--- src/rtl/boot_sequencer.sv ---
// Boot/run sequencer: copies BOOT_WORDS bios words into instruction memory, then hands the port to the PC.
// Optional build macro BOOT_CHECKSUM_EN adds a trailing checksum word and the sticky ERROR state.
module boot_sequencer #(
    parameter int ADDR_WIDTH = 32,
    parameter int DATA_WIDTH = 32,
    parameter int BOOT_WORDS = 5
) (
    input  logic                  clock,
    input  logic                  reset,
    input  logic                  bios_valid,
    input  logic [DATA_WIDTH-1:0] bios_data,
    input  logic [ADDR_WIDTH-1:0] pc_address,
    input  logic                  hdu_enable,
    output logic [ADDR_WIDTH-1:0] mem_address,
    output logic [DATA_WIDTH-1:0] mem_data,
    output logic                  mem_cs,
    output logic                  mem_we,
    output logic                  mem_oe,
    output logic                  on_bios,
    output logic                  reset_regfile,
    output logic                  enable_pc,
    output logic                  boot_done,
    output logic                  boot_error
);

    typedef enum logic [1:0] {
        S_LOAD   = 2'd0,
        S_FINISH = 2'd1,
        S_RUN    = 2'd2,
        S_ERROR  = 2'd3
    } state_t;

    state_t                r_state, w_state_nxt;
    logic [ADDR_WIDTH-1:0] r_cnt, w_cnt_nxt;
    logic [ADDR_WIDTH-1:0] r_addr, w_addr_nxt;
    logic [DATA_WIDTH-1:0] r_data, w_data_nxt;
    logic                  r_we, w_we_nxt;
    logic                  r_oe, w_oe_nxt;
    logic                  r_on_bios, w_on_bios_nxt;
    logic                  r_rst_rf, w_rst_rf_nxt;
    logic                  r_done, w_done_nxt;

`ifdef BOOT_CHECKSUM_EN
    localparam logic [ADDR_WIDTH-1:0] CNT_CHK = ADDR_WIDTH'(BOOT_WORDS);
    logic [DATA_WIDTH-1:0] r_sum, w_sum_nxt;
    logic                  r_err, w_err_nxt;
`else
    localparam logic [ADDR_WIDTH-1:0] CNT_LAST = ADDR_WIDTH'(BOOT_WORDS - 1);
`endif

    always_comb begin
        w_state_nxt   = r_state;
        w_cnt_nxt     = r_cnt;
        w_addr_nxt    = r_addr;
        w_data_nxt    = r_data;
        w_we_nxt      = 1'b0;
        w_oe_nxt      = r_oe;
        w_on_bios_nxt = r_on_bios;
        w_rst_rf_nxt  = r_rst_rf;
        w_done_nxt    = 1'b0;
`ifdef BOOT_CHECKSUM_EN
        w_sum_nxt     = r_sum;
        w_err_nxt     = r_err;
`endif
        unique case (r_state)
            S_LOAD: begin
                if (bios_valid) begin
`ifdef BOOT_CHECKSUM_EN
                    // The word after the last data word is the checksum; it is never written.
                    if (r_cnt == CNT_CHK) begin
                        if (bios_data == r_sum) begin
                            w_state_nxt = S_FINISH;
                        end else begin
                            w_state_nxt = S_ERROR;
                            w_err_nxt   = 1'b1;
                        end
                    end else begin
                        w_we_nxt   = 1'b1;
                        w_addr_nxt = r_cnt;
                        w_data_nxt = bios_data;
                        w_cnt_nxt  = r_cnt + ADDR_WIDTH'(1);
                        w_sum_nxt  = r_sum + bios_data;
                    end
`else
                    w_we_nxt   = 1'b1;
                    w_addr_nxt = r_cnt;
                    w_data_nxt = bios_data;
                    w_cnt_nxt  = r_cnt + ADDR_WIDTH'(1);
                    if (r_cnt == CNT_LAST) begin
                        w_state_nxt = S_FINISH;
                    end
`endif
                end
            end
            S_FINISH: begin
                w_state_nxt   = S_RUN;
                w_oe_nxt      = 1'b1;
                w_on_bios_nxt = 1'b0;
                w_rst_rf_nxt  = 1'b0;
                w_done_nxt    = 1'b1;
            end
            S_RUN: begin
            end
            S_ERROR: begin
            end
            default: begin
                w_state_nxt = S_LOAD;
            end
        endcase
    end

    always_ff @(posedge clock) begin
        if (reset) begin
            r_state   <= S_LOAD;
            r_cnt     <= '0;
            r_addr    <= '0;
            r_data    <= '0;
            r_we      <= 1'b0;
            r_oe      <= 1'b0;
            r_on_bios <= 1'b1;
            r_rst_rf  <= 1'b1;
            r_done    <= 1'b0;
`ifdef BOOT_CHECKSUM_EN
            r_sum     <= '0;
            r_err     <= 1'b0;
`endif
        end else begin
            r_state   <= w_state_nxt;
            r_cnt     <= w_cnt_nxt;
            r_addr    <= w_addr_nxt;
            r_data    <= w_data_nxt;
            r_we      <= w_we_nxt;
            r_oe      <= w_oe_nxt;
            r_on_bios <= w_on_bios_nxt;
            r_rst_rf  <= w_rst_rf_nxt;
            r_done    <= w_done_nxt;
`ifdef BOOT_CHECKSUM_EN
            r_sum     <= w_sum_nxt;
            r_err     <= w_err_nxt;
`endif
        end
    end

    // In RUN the PC owns the address and the HDU gates PC loads without a register stage.
    assign mem_address   = (r_state == S_RUN) ? pc_address : r_addr;
    assign enable_pc     = (r_state == S_RUN) && hdu_enable;
    assign mem_data      = r_data;
    assign mem_cs        = 1'b0;
    assign mem_we        = r_we;
    assign mem_oe        = r_oe;
    assign on_bios       = r_on_bios;
    assign reset_regfile = r_rst_rf;
    assign boot_done     = r_done;
`ifdef BOOT_CHECKSUM_EN
    assign boot_error    = r_err;
`else
    assign boot_error    = 1'b0;
`endif

endmodule

--- config.mk ---
export PLATFORM = sky130hd
export DESIGN_NAME = boot_sequencer
export DESIGN_NICKNAME = d
export VERILOG_FILES = /design/src/rtl/boot_sequencer.sv
export SDC_FILE = /design/constraint.sdc
export NUM_CORES = 1
export LEC_CHECK = 0
export ABC_AREA = 1
export CAP_MARGIN = 30
export CORE_UTILIZATION = 49
export CTS_BUF_LIST = sky130_fd_sc_hd__clkbuf_8
export DETAILED_ROUTE_END_ITERATION = 6
export HOLD_SLACK_MARGIN = 0.12
export PLACE_DENSITY = 0.83
export SLEW_MARGIN = 25
export SYNTH_ARGS = -nofsm -noshare
export SYNTH_HDL_FRONTEND = slang
export SYNTH_SLANG_ARGS = --single-unit
--- constraint.sdc ---
create_clock -name clock -period 1.6 [get_ports clock]
set_input_delay 0.32 -clock clock [delete_from_list [all_inputs] [get_ports clock]]
set_output_delay 0.32 -clock clock [all_outputs]
set_load 0.02 [all_outputs]
# After elaboration in Yosys (flattened, before gate mapping)
# Index checks and enable logic that the tools add are counted.
totals:
  register_bits: 102
  input_bits: 68
  output_inout_bits: 72
  wordCells: 27
classes:
  add_sub_neg: 1
  eq_ne: 5
  muxes: 6
  n_bitwise: 1
  n_reduce_logical: 6
op_table:
  columns: ["cell", "count"]
  rows:
  - ["32-bit by 1-bit adder with 32-bit output (second input constant)", 1]
  - ["32-bit by 3-bit equality test with 1-bit output (second input constant)", 1]
  - ["32-bit 2-to-1 mux", 1]
  - ["2-bit 2-to-1 mux", 2]
  - ["2-bit inequality test (second input constant)", 2]
  - ["2-bit one-hot mux with 2 select lines", 1]
  - ["3-bit AND reduction", 1]
  - ["2-bit by 1-bit equality test with 1-bit output (second input constant)", 1]
  - ["2-bit equality test (second input constant)", 1]
  - ["2-bit zero test", 1]
  - ["1-bit 2-to-1 mux", 2]
  - ["2-bit AND reduction", 1]
  - ["2-bit nonzero test", 1]
  - ["2-bit OR reduction", 1]
  - ["1-bit logical AND", 1]
  - ["1-bit inverter", 1]

# Longest topological paths before layout
# Gate-level depths: netlist of run 1.
depth:
  ltp_word: 4
  ltp_mapped: 9

# Worst setup path after synthesis of run 1
# Ideal clock, no wire load.
synth_timing:
  path_kind: "reg2out"
  from: "register r_state[0]"
  to: "output mem_address[10]"
  arrival_time_ps: 1212
  required_time_ps: 1280
  path_slack_ps: 68
  path_stages_with_launch: 5
  n_path_buf: 1
  cell_sequence: "dfxtp_1 > inv_2 > nand2_1 > buf_2 > mux2_2"
synth_via:
  elab_chain_cells: 2
synth_lines:
  columns: ["item", "line_no", "text"]
  rows:
  - ["start: declaration", "33", "state_t r_state, w_state_nxt;"]
  - ["start signal: assignment", "128", "r_state <= w_state_nxt;"]
  - ["2-bit equality test", "145", "assign mem_address = (r_state == S_RUN) ? pc_address : r_addr;"]
  - ["32-bit 2-to-1 mux", "145", null]
  - ["end: declaration", "14", "output logic [ADDR_WIDTH-1:0] mem_address,"]
# No other way between the ends.

# Worst setup path after layout of run 1
layout_timing:
  from: "register r_state[0]"
  to: "output mem_address[16]"
# Same word-level chain as after synthesis.

==> results of run 1 <==
## through the flow
stage	instance area [um^2]	util (%)
after floorplan	4670	-
after global placement	6320	68.4
after detailed placement	6320	68.4
after CTS	6820	73.8
after global routing	7080	76.6
final	7080	76.6
## how the worst min path moves through the flow
stage / startpoint / end / slack, ns / depth (start not counted)
after CTS: reset_regfile / reset_regfile / 0.49 / 2
after global placement: mem_oe / mem_oe / 0.46 / 2
final: reset_regfile / reset_regfile / 0.48 / 2
after detailed placement: r_addr[9] / r_addr[9] / 0.47 / 2
after floorplan: r_addr[3] / r_addr[3] / 0.43 / 2
after global routing: reset_regfile / reset_regfile / 0.50 / 2
## flip-flops by register name, summed over array words and instances, names as in the netlist
register	count
mem_data	32
r_addr	32
r_cnt	32
r_state	2
boot_done	1
mem_oe	1
mem_we	1
reset_regfile	1
## placed cells by master (no fill, tap or decap), drive strengths merged, types with 19 or more instances in the layout
cell type      Yosys  final
nor2             136    136
dfxtp            102    102
nand2             76     76
o21ai             76     76
buf               15     74
inv               69     70
clkdlybuf4s50      0     67
a21oi             47     47
dlygate4sd2        0     37
mux2              30     30
nand3             27     27
nand4             19     19
## kinds of logic (layout without fill, tap and decap cells)
group	count (synthesis)	after routing	share of synthesized area, %
simple gates	267	267	25.9
compound gates	125	125	13.5
flops	102	102	43.7
buf+inv	100	265	8.79
mux	30	30	7.23
fa+ha+maj	2	2	0.536
other cells	1	2	0.0803
xor+xnor	1	1	0.188
## synth_stat cells, types with 2 or more instances
master / instances
nor2_1: 128
dfxtp_1: 102
nand2_1: 72
o21ai_0: 69
inv_1: 66
a21oi_1: 47
mux2_2: 30
nand3_1: 24
nand4_1: 19
clkbuf_1: 14
buf_2: 11
nor3_1: 9
o21ai_1: 7
buf_4: 3
inv_2: 3
nand2_2: 3
nor2_2: 3
nor2_8: 3
ha_1: 2
nand3_4: 2
nor2_4: 2
o21a_1: 2
## report_power, final
| group | switching (mW) | leakage [nW] | internal [mW] |
|---|---|---|---|
| combinational | 0.476 | 2.27 | 0.519 |
| sequential | 0.0610 | 0.838 | 2.65 |
| clock | 0.891 | 0.102 | 0.761 |
| total | 1.43 | 3.21 | 3.93 |
## cell type report
type	count	area (um^2)
fill	634	2160
clock inverter	6	61.3
clock buffer	10	138
tap	129	161
timing repair buffer	179	1930
inverter	70	265
sequential	102	2050
multi-input combinational	427	2480
## what timing repair did
item                       in CTS  in global routing
setup endpoints to repair      71                 97
pin swaps                       2                 14
cloned                          3                  1
hold buffers                    0                  0
gates resized for setup       282                 43
buffers inserted                4                 13
## metal layers
| metal | up-vias | track usage, % | share of wire (%) |
|---|---|---|---|
| li1 | 2354 | - | - |
| met1 | 2249 | 32.7 | 40 |
| met2 | 181 | 52.4 | 52 |
| met3 | 42 | 4.78 | 5.3 |
| met4 | 0 | 12.0 | 2.7 |
| met5 | - | 0 | 0 |
## critical path, stage by stage, from the launching register on
cell     delay (ns)
dfxtp_2        0.33
inv_2          0.07
nand2_4        0.08
buf_12         0.14
buf_12         0.14
mux2_4         0.31
buf_6          0.13
==> flow_summary.json, run 1 <==
{
  "io_pins": 140,
  "clock_path_buffers": 2,
  "async_reset_ff_share_pct": 0,
  "min_path_type": "reg -> reg",
  "synthCells": 628,
  "grtUsageTotal_pct": 28.5,
  "reg2reg_to": "r_cnt[11]",
  "area_delta_synth_final_pct": 51.6,
  "worstRegToRegCells": 9,
  "place_ws_ns": -0.358,
  "final_nets": 859,
  "start_util_pct": 50.5,
  "status": "finished, violations left",
  "die-area_um2": 9920,
  "clock_sinks": 102,
  "cts_root_buf": "clkbuf_8",
  "drive_gt1_share_pct": 21.2,
  "overflow": 0,
  "antenna_found_initial": 0,
  "cp-start-kind": "register",
  "power.total_mw": 5.36,
  "cp_data_required_time_ns": 1.28,
  "ir_drop_uv": 426,
  "ys_types": 29,
  "yosys_most_used_dff": "dfxtp_1",
  "die_width_um": 99.6,
  "vias": 4826,
  "critPathArrivalTime_ns": 1.58,
  "drt_pass1_iterations": 5,
  "avgSynthCellArea_um2": 7.44,
  "cts_buffers": 9,
  "r2r_start": "r_state[1]",
  "drt_iter0_markers": 282,
  "crit_path_start": "r_state[0]",
  "finalCritPeriodShare_pct": 119,
  "synth_edf_count": 0,
  "yosys_warnings": 0,
  "antenna_cells": 0,
  "grt_pass1_wl_um": 22200,
  "finalHoldViolCount": 0,
  "cts_tree": "built",
  "fmax_ghz": 0.527,
  "core_area_um2": 9240,
  "netlist_area_um2": 4670,
  "crit_path_end_kind": "output pin",
  "setup_viol": 35,
  "h-tree-depth": 3,
  "p_per_area_nw_per_um2": 757,
  "std_cell_rows": 35,
  "worst_slack_ns": -0.297,
  "holdWs_ns": 0.475,
  "drtAntennaViolNets": 0,
  "grt_pass1_vias": 4784,
  "slew_violations": 0,
  "fp.dieH_um": 99.6,
  "failed_checks": "setup timing",
  "setup_tns_ns": -8.36,
  "maxCapViolations": 0,
  "vias_per_cell": 5.23,
  "setup.worst_path.class": "reg -> out",
  "routed_wl_um": 14400,
  "synth-seq-cells": 102,
  "crit_end": "mem_address[16]",
  "synthTopCellsByArea": "dfxtp_1 (44%), nor2_1 (10%), o21ai_0 (7.4%), mux2_2 (7.2%), nand2_1 (5.8%)",
  "fin_worst_skew_ns": 0.00983,
  "regToRegSetupSlack_ns": -0.08,
  "grt_max_degree": 46,
  "wl_per_cell_um": 15.5,
  "clk_latency_ns": 0.37,
  "yosysSeqAreaShare_pct": 43.7,
  "p_leak_nw": 3.21,
  "finalWeightedCongestion": 0.903,
  "clk_pin_slew_worst_paths_ns": 0.09,
  "port_buffers": 137,
  "hpwlAfterDp_um": 9370,
  "yosysTopAreaCell": "dfxtp_1",
  "dp.cells": 890,
  "netlist.area_leader.share_pct": 43.7,
  "drc": 0,
  "period_minus_slack_ns": 1.90,
  "rsz0062_at_grt": "true",
  "instances_no_fill": 923,
  "cp_max_fo": 6
}
(Power assumes the default switching activity.)
==> run 2, diff against run 1 <==
--- a/config.mk
+++ b/config.mk
@@ -5,13 +5,12 @@
 export SDC_FILE = /design/constraint.sdc
 export NUM_CORES = 1
 export LEC_CHECK = 0
-export ABC_AREA = 1
 export CAP_MARGIN = 30
-export CORE_UTILIZATION = 49
+export CORE_UTILIZATION = 48
 export CTS_BUF_LIST = sky130_fd_sc_hd__clkbuf_8
 export DETAILED_ROUTE_END_ITERATION = 6
 export HOLD_SLACK_MARGIN = 0.12
-export PLACE_DENSITY = 0.83
+export PLACE_DENSITY = 0.82
 export SLEW_MARGIN = 25
 export SYNTH_ARGS = -nofsm -noshare
 export SYNTH_HDL_FRONTEND = slang
==> constraint.sdc (replaced) <==
create_clock -name clock -period 1.6 [get_ports clock]
set_input_delay 0.32 -clock clock [delete_from_list [all_inputs] [get_ports clock]]
set_output_delay 0.32 -clock clock [all_outputs]
set_load 0.01 [all_outputs]
==> run 2 against run 1 <==
- combinational power decreased by 30%
- die area decreased by 3.1%
- maximum frequency decreased by 9.5%
- synthesized cell count decreased by 14%
- the run ends with DRC, setup timing left
- largest cell class unchanged
- non-clock buffer count increased by 56
- critical endpoint is now r_cnt[26]
==> flow_summary.json, run 2 <==
{
  "clock_path_buffers": 2,
  "period_minus_slack_ns": 2.10,
  "std_cell_rows": 34,
  "critPathBufInv": 1,
  "clk_latency_ns": 0.38,
  "synth_most_common_cell": "nand2_1",
  "status": "finished, violations left",
  "grtUsageMet1_pct": 35.5,
  "wl_per_cell_um": 22.4,
  "setup_tns_ns": -29.61,
  "critPathTopFamily": "simple AND/OR/NAND/NOR gates",
  "gr-usage-met2_pct": 57.1,
  "vias_per_cell": 6.23,
  "cp-start-kind": "register",
  "vias": 5342,
  "io_pins": 140,
  "slew_headroom_pct": 65.8,
  "drt_pass1_iterations": 7,
  "finalCritPeriodShare_pct": 131,
  "worst_slack_ns": -0.497,
  "cts_root_buf": "clkbuf_8",
  "grt_pass1_wl_um": 24800,
  "avgSynthCellArea_um2": 8.19,
  "cpPeakStageDelay_ns": 0.44,
  "cp_max_fo": 8,
  "grtUsageTotal_pct": 32.2,
  "layout_commonest_cell": "nand2_1",
  "hpwlAfterDp_um": 8630,
  "h-tree-depth": 3,
  "failed_checks": "DRC, setup timing",
  "fp.dieH_um": 98.1,
  "setup_viol": 129,
  "rsz0062_at_grt": "true",
  "finalHoldViolCount": 0,
  "die-area_um2": 9620,
  "p_switching_mw": 1.31,
  "drive_gt1_share_pct": 34.5,
  "cts_hold_buffers": 0,
  "yosys_most_used_dff": "dfxtp_1",
  "p_leak_nw": 3.15,
  "clkPwrFrac_pct": 33.9,
  "synthTopCellsByArea": "dfxtp_1 (46%), nand2_1 (12%), a21oi_1 (9.6%), mux2_2 (8.4%), clkbuf_1 (3.1%)",
  "comb_power_share_pct": 14.0,
  "clk_pin_slew_worst_paths_ns": 0.10,
  "fmax_ghz": 0.477,
  "grt_max_degree": 42,
  "antenna_found_initial": 1,
  "slew_violations": 0,
  "final_nets": 812,
  "start_util_pct": 50.1,
  "drc": 16,
  "place_ws_ns": -0.668,
  "routed_wl_um": 19200,
  "maxCapViolations": 0,
  "dp.cells": 807,
  "yosys-top-cells-count": "nand2_1 (142), dfxtp_1 (102), a21oi_1 (85)",
  "synth_edf_count": 0,
  "p_sw_share_pct": 26.2,
  "power.total_mw": 5.02,
  "crit_slowest_cell": "or4_1",
  "async_reset_ff_share_pct": 0,
  "crit_path_end_kind": "register",
  "port_buffers": 137,
  "area_delta_synth_final_pct": 70.6,
  "yosysTopAreaCell": "dfxtp_1",
  "core_area_um2": 8850,
  "min_path_type": "in -> reg",
  "netlist_area_um2": 4430,
  "final_cell_mix": "nand2_1 (127), dfxtp_1 (94), clkdlybuf4s50_1 (80)",
  "overflow": 0,
  "finalWeightedCongestion": 0.862,
  "seq_power_share_pct": 52.2,
  "critPathArrivalTime_ns": 2.39,
  "path_cells": "ha_2 -> nand4bb_1 -> or3_4 -> buf_8 -> or4_1 -> a21oi_1",
  "cts_tree": "built",
  "synth-seq-cells": 102,
  "ir_drop_uv": 607,
  "drtAntennaViolNets": 0,
  "p_per_area_nw_per_um2": 665,
  "fin_util_pct": 85.4,
  "netlist.area_leader.share_pct": 46.1,
  "clock_sinks": 102,
  "setup.worst_path.class": "reg -> reg",
  "yosysSeqAreaShare_pct": 46.1,
  "internal_power_mw": 3.71,
  "die_width_um": 98.1,
  "grt_most_used_layer": "met2",
  "grt_use_met3_pct": 8.30,
  "instances_no_fill": 858,
  "ys_types": 35,
  "fin_worst_skew_ns": 0.0192,
  "yosys_warnings": 0,
  "synthCells": 541,
  "cp_data_required_time_ns": 1.90,
  "grt_pass1_vias": 5111,
  "cts_buffers": 9,
  "worstMarginPinSlew_ns": 0.514,
  "drt_iter0_markers": 695
}
[run 2: cell types whose count changed in the layout (fill, tap and decap cells not counted), sizes merged, moves of 18 or more]
cell | before | now
nor2 | 136 | 15
a21oi | 47 | 85
buf | 74 | 127
o21ai | 76 | 6
inv | 70 | 6
dlymetal6s2s | 0 | 18
nand3 | 27 | 9
nand2 | 76 | 142
dlygate4sd2 | 37 | 5
[run 2: worst paths after layout]
kind                                     to   startpoint  cells past startpoint  slack [ns]
worst min-delay path             r_state[1]        reset                      2        0.38
worst max register to register    r_cnt[26]     r_cnt[1]                      6       -0.50
worst min register to register  mem_data[3]  mem_data[3]                      2        0.46
worst max-delay path              r_cnt[26]     r_cnt[1]                      6       -0.50
[run 2: what timing repair did]
action | in CTS | in global routing
buffers inserted | 14 | 10
endpoints found under the setup margin | 101 | 142
gates cloned | 7 | 6
resized for setup | 237 | 92
pin swaps | 27 | 25
[run 2: per-stage QoR]
step                instance area [um^2]  hold slack (ns)
floorplan                           4520            0.434
global placement                    6310            0.441
detailed placement                  6310            0.448
CTS                                 7080            0.361
global route                        7560            0.410
finish                              7560            0.379
[run 2: cell type report]
type	count	area [um^2]
multi-input combinational	389	2630
timing repair buffer	235	2510
sequential	102	2050
fill	444	1290
tap	108	135
clock buffer	9	124
clock inverter	7	73.8
inverter	5	18.8
antenna	3	7.51
[run 2: power groups by stage]
| stage | Sequential, mW | Clock [mW] | Combinational (mW) |
|---|---|---|---|
| floorplan | 2.70 | 0 | 0.163 |
| global placement | 2.67 | 0 | 0.488 |
| detailed placement | 2.68 | 0 | 0.502 |
| CTS | 2.62 | 1.65 | 0.563 |
| global route | 2.63 | 1.80 | 0.733 |
| finish | 2.62 | 1.70 | 0.701 |
[run 2: logic make-up (layout without fill, tap and decap cells)]
kind of cell / Yosys count / count (layout) / synth area share (%)
AO/OA/AOI/OAI: 110 / 110 / 13.6
XOR/XNOR: 8 / 8 / 1.58
adder cells (fa/ha/maj): 2 / 2 / 0.565
buffers and inverters: 51 / 256 / 4.60
flip-flops: 102 / 102 / 46.1
multiplexers: 33 / 33 / 8.39
other: 1 / 5 / 0.0847
AND/OR/NAND/NOR: 234 / 234 / 25.1
[run 2: routing by layer]
metal | vias to the layer above | wire length, um | part of all wire (%)
met5 | - | 0 | 0
met4 | 0 | 1440 | 7.5
met3 | 155 | 2180 | 11
met2 | 478 | 9150 | 48
met1 | 2422 | 6440 | 33
li1 | 2287 | - | -
==> run 3, diff against run 2 <==
--- a/config.mk
+++ b/config.mk
@@ -6,11 +6,13 @@
 export NUM_CORES = 1
 export LEC_CHECK = 0
 export CAP_MARGIN = 30
-export CORE_UTILIZATION = 48
+export CORE_MARGIN = 2
+export CORE_UTILIZATION = 43
 export CTS_BUF_LIST = sky130_fd_sc_hd__clkbuf_8
+export CTS_CLUSTER_DIAMETER = 30
 export DETAILED_ROUTE_END_ITERATION = 6
 export HOLD_SLACK_MARGIN = 0.12
-export PLACE_DENSITY = 0.82
+export PLACE_DENSITY = 0.78
 export SLEW_MARGIN = 25
 export SYNTH_ARGS = -nofsm -noshare
 export SYNTH_HDL_FRONTEND = slang
==> constraint.sdc (replaced) <==
create_clock -name clock -period 1.8 [get_ports clock]
set_input_delay 0.36 -clock clock [delete_from_list [all_inputs] [get_ports clock]]
set_output_delay 0.36 -clock clock [all_outputs]
set_load 0.01 [all_outputs]
==> run 3 against run 2 <==
- core utilization fell by 14 points
- final cell count increased by 1.7%
- the flow finishes with violations (setup timing)
- sequential share of layout area increased by 1.2 points
- first-iteration DRC count down 42%
==> flow_summary.json, run 3 (synthesis gave the netlist of run 2 again) <==
{
  "drt_pass1_iterations": 5,
  "worst_slack_ns": -0.306,
  "grt_max_degree": 69,
  "fp.dieH_um": 105,
  "path_cells": "buf_4 -> buf_6 -> or3b_4 -> or4_4 -> or3_4 -> a21oi_2",
  "cpPeakStageDelay_ns": 0.47,
  "cts_tree": "built",
  "hpwlAfterDp_um": 8820,
  "final_nets": 802,
  "cp_max_fo": 6,
  "multi_input_area_um2": 2560,
  "grt_pass1_vias": 4560,
  "grt_pass1_wl_um": 22100,
  "fmax_ghz": 0.475,
  "wl_per_cell_um": 17.2,
  "std_cell_rows": 37,
  "cp_data_required_time_ns": 2.10,
  "die_width_um": 105,
  "p_leak_nw": 2.72,
  "crit_path_end_kind": "register",
  "period_minus_slack_ns": 2.11,
  "finalCritPeriodShare_pct": 117,
  "start_util_pct": 43.7,
  "status": "finished, violations left",
  "drc": 0,
  "fill_cells": 710,
  "drt_iter0_markers": 403,
  "final_cell_mix": "nand2_1 (141), clkdlybuf4s50_1 (102), dfxtp_1 (98)",
  "setup_tns_ns": -11.39,
  "cts_root_buf": "clkbuf_8",
  "min_path_type": "in -> reg",
  "register_area_um2": 2050,
  "clock_sinks": 102,
  "power.total_mw": 4.34,
  "io_pins": 140,
  "ir_drop_uv": 430,
  "clk_pin_slew_worst_paths_ns": 0.11,
  "layout_commonest_cell": "nand2_1",
  "routed_wl_um": 15000,
  "core_area_um2": 10100,
  "setup_viol": 58,
  "die-area_um2": 11100,
  "antenna_cells": 0,
  "maxCapViolations": 0,
  "vias": 4882,
  "cp-start-kind": "register",
  "antenna_found_initial": 0,
  "drive_gt1_share_pct": 29.9,
  "clock_path_buffers": 2,
  "p_per_area_nw_per_um2": 600,
  "port_buffers": 137,
  "fin_worst_skew_ns": 0.0180,
  "overflow": 0,
  "rsz0062_at_grt": "true",
  "h-tree-depth": 3,
  "slew_violations": 0,
  "critPathArrivalTime_ns": 2.40,
  "place_ws_ns": -0.545,
  "holdWs_ns": 0.408,
  "area_delta_synth_final_pct": 63.1,
  "finalWeightedCongestion": 0.885,
  "clk_latency_ns": 0.37,
  "finalHoldViolCount": 0,
  "failed_checks": "setup timing",
  "setup.worst_path.class": "reg -> reg",
  "cts_hold_buffers": 0,
  "vias_per_cell": 5.59,
  "cts_buffers": 9,
  "grtUsageTotal_pct": 24.2,
  "crit_slowest_cell": "or4_4",
  "drtAntennaViolNets": 0
}
==> run 3: cell count changes in the layout (fill, tap and decap cells not counted), moves of 14 or more <==
| cell | change |
|---|---|
| a21oi_1 | +18 |
| nand2_2 | -14 |
| clkdlybuf4s50_1 | +22 |
| dlymetal6s2s_1 | -18 |
| a21oi_2 | -18 |
| nand2_1 | +14 |
==> run 3: cell type report <==
| cell class | instances | area share, % |
|---|---|---|
| Sequential cell | 102 | 28.4 |
| Inverter | 5 | 0.260 |
| Clock inverter | 7 | 1.07 |
| Timing Repair Buffer | 224 | 30.7 |
| Multi-Input combinational cell | 390 | 35.5 |
| Tap cell | 136 | 2.36 |
| Clock buffer | 9 | 1.71 |
==> run 3: worst max-delay path, delay by kind of cell, from the launching register on <==
kind	cells	cell delay [ns]
simple gates	3	1.25
flops	1	0.38
compound gates	1	0.14
buf+inv	2	0.25
==> run 3: path summary, 6_finish.rpt <==
path / end / depth (start not counted) / start / slack, ns
setup / recovery: r_cnt[11] / 6 / r_state[0] / -0.31
hold / removal: r_cnt[17] / 2 / reset / 0.41
setup reg to reg: r_cnt[11] / 6 / r_state[0] / -0.31
hold reg to reg: mem_data[4] / 2 / mem_data[4] / 0.46
==> run 3: per-stage QoR <==
stage / instances / utilization (%) / area [um^2]
3_5_place_dp: 824 / 61.4 / 6230
2_1_floorplan: 542 / - / 4440
5_1_grt: 873 / 71.2 / 7220
6_report: 873 / 71.2 / 7220
3_3_place_gp: 824 / 61.4 / 6230
4_1_cts: 862 / 68.2 / 6910
==> run 3: repair_timing <==
| item | 4_1_cts | 5_1_grt |
|---|---|---|
| cloned | 5 | 2 |
| endpoints found under the hold margin | 0 | 0 |
| endpoints found under the setup margin | 56 | 59 |
| setup buffers | 17 | 11 |
| pin swaps | 31 | 25 |
| resized for setup | 218 | 53 |
==> run 3: power breakdown <==
group	internal, mW	switching (mW)
registers	2.30	0.0238
logic	0.285	0.212
clock network	0.662	0.851
total	3.25	1.09
==> run 3: layer usage <==
layer | wire length, um | GRT usage (%)
met1 | 5840 | 30.0
met2 | 7400 | 41.0
met3 | 1370 | 6.12
met4 | 437 | 8.27
met5 | 0 | 0
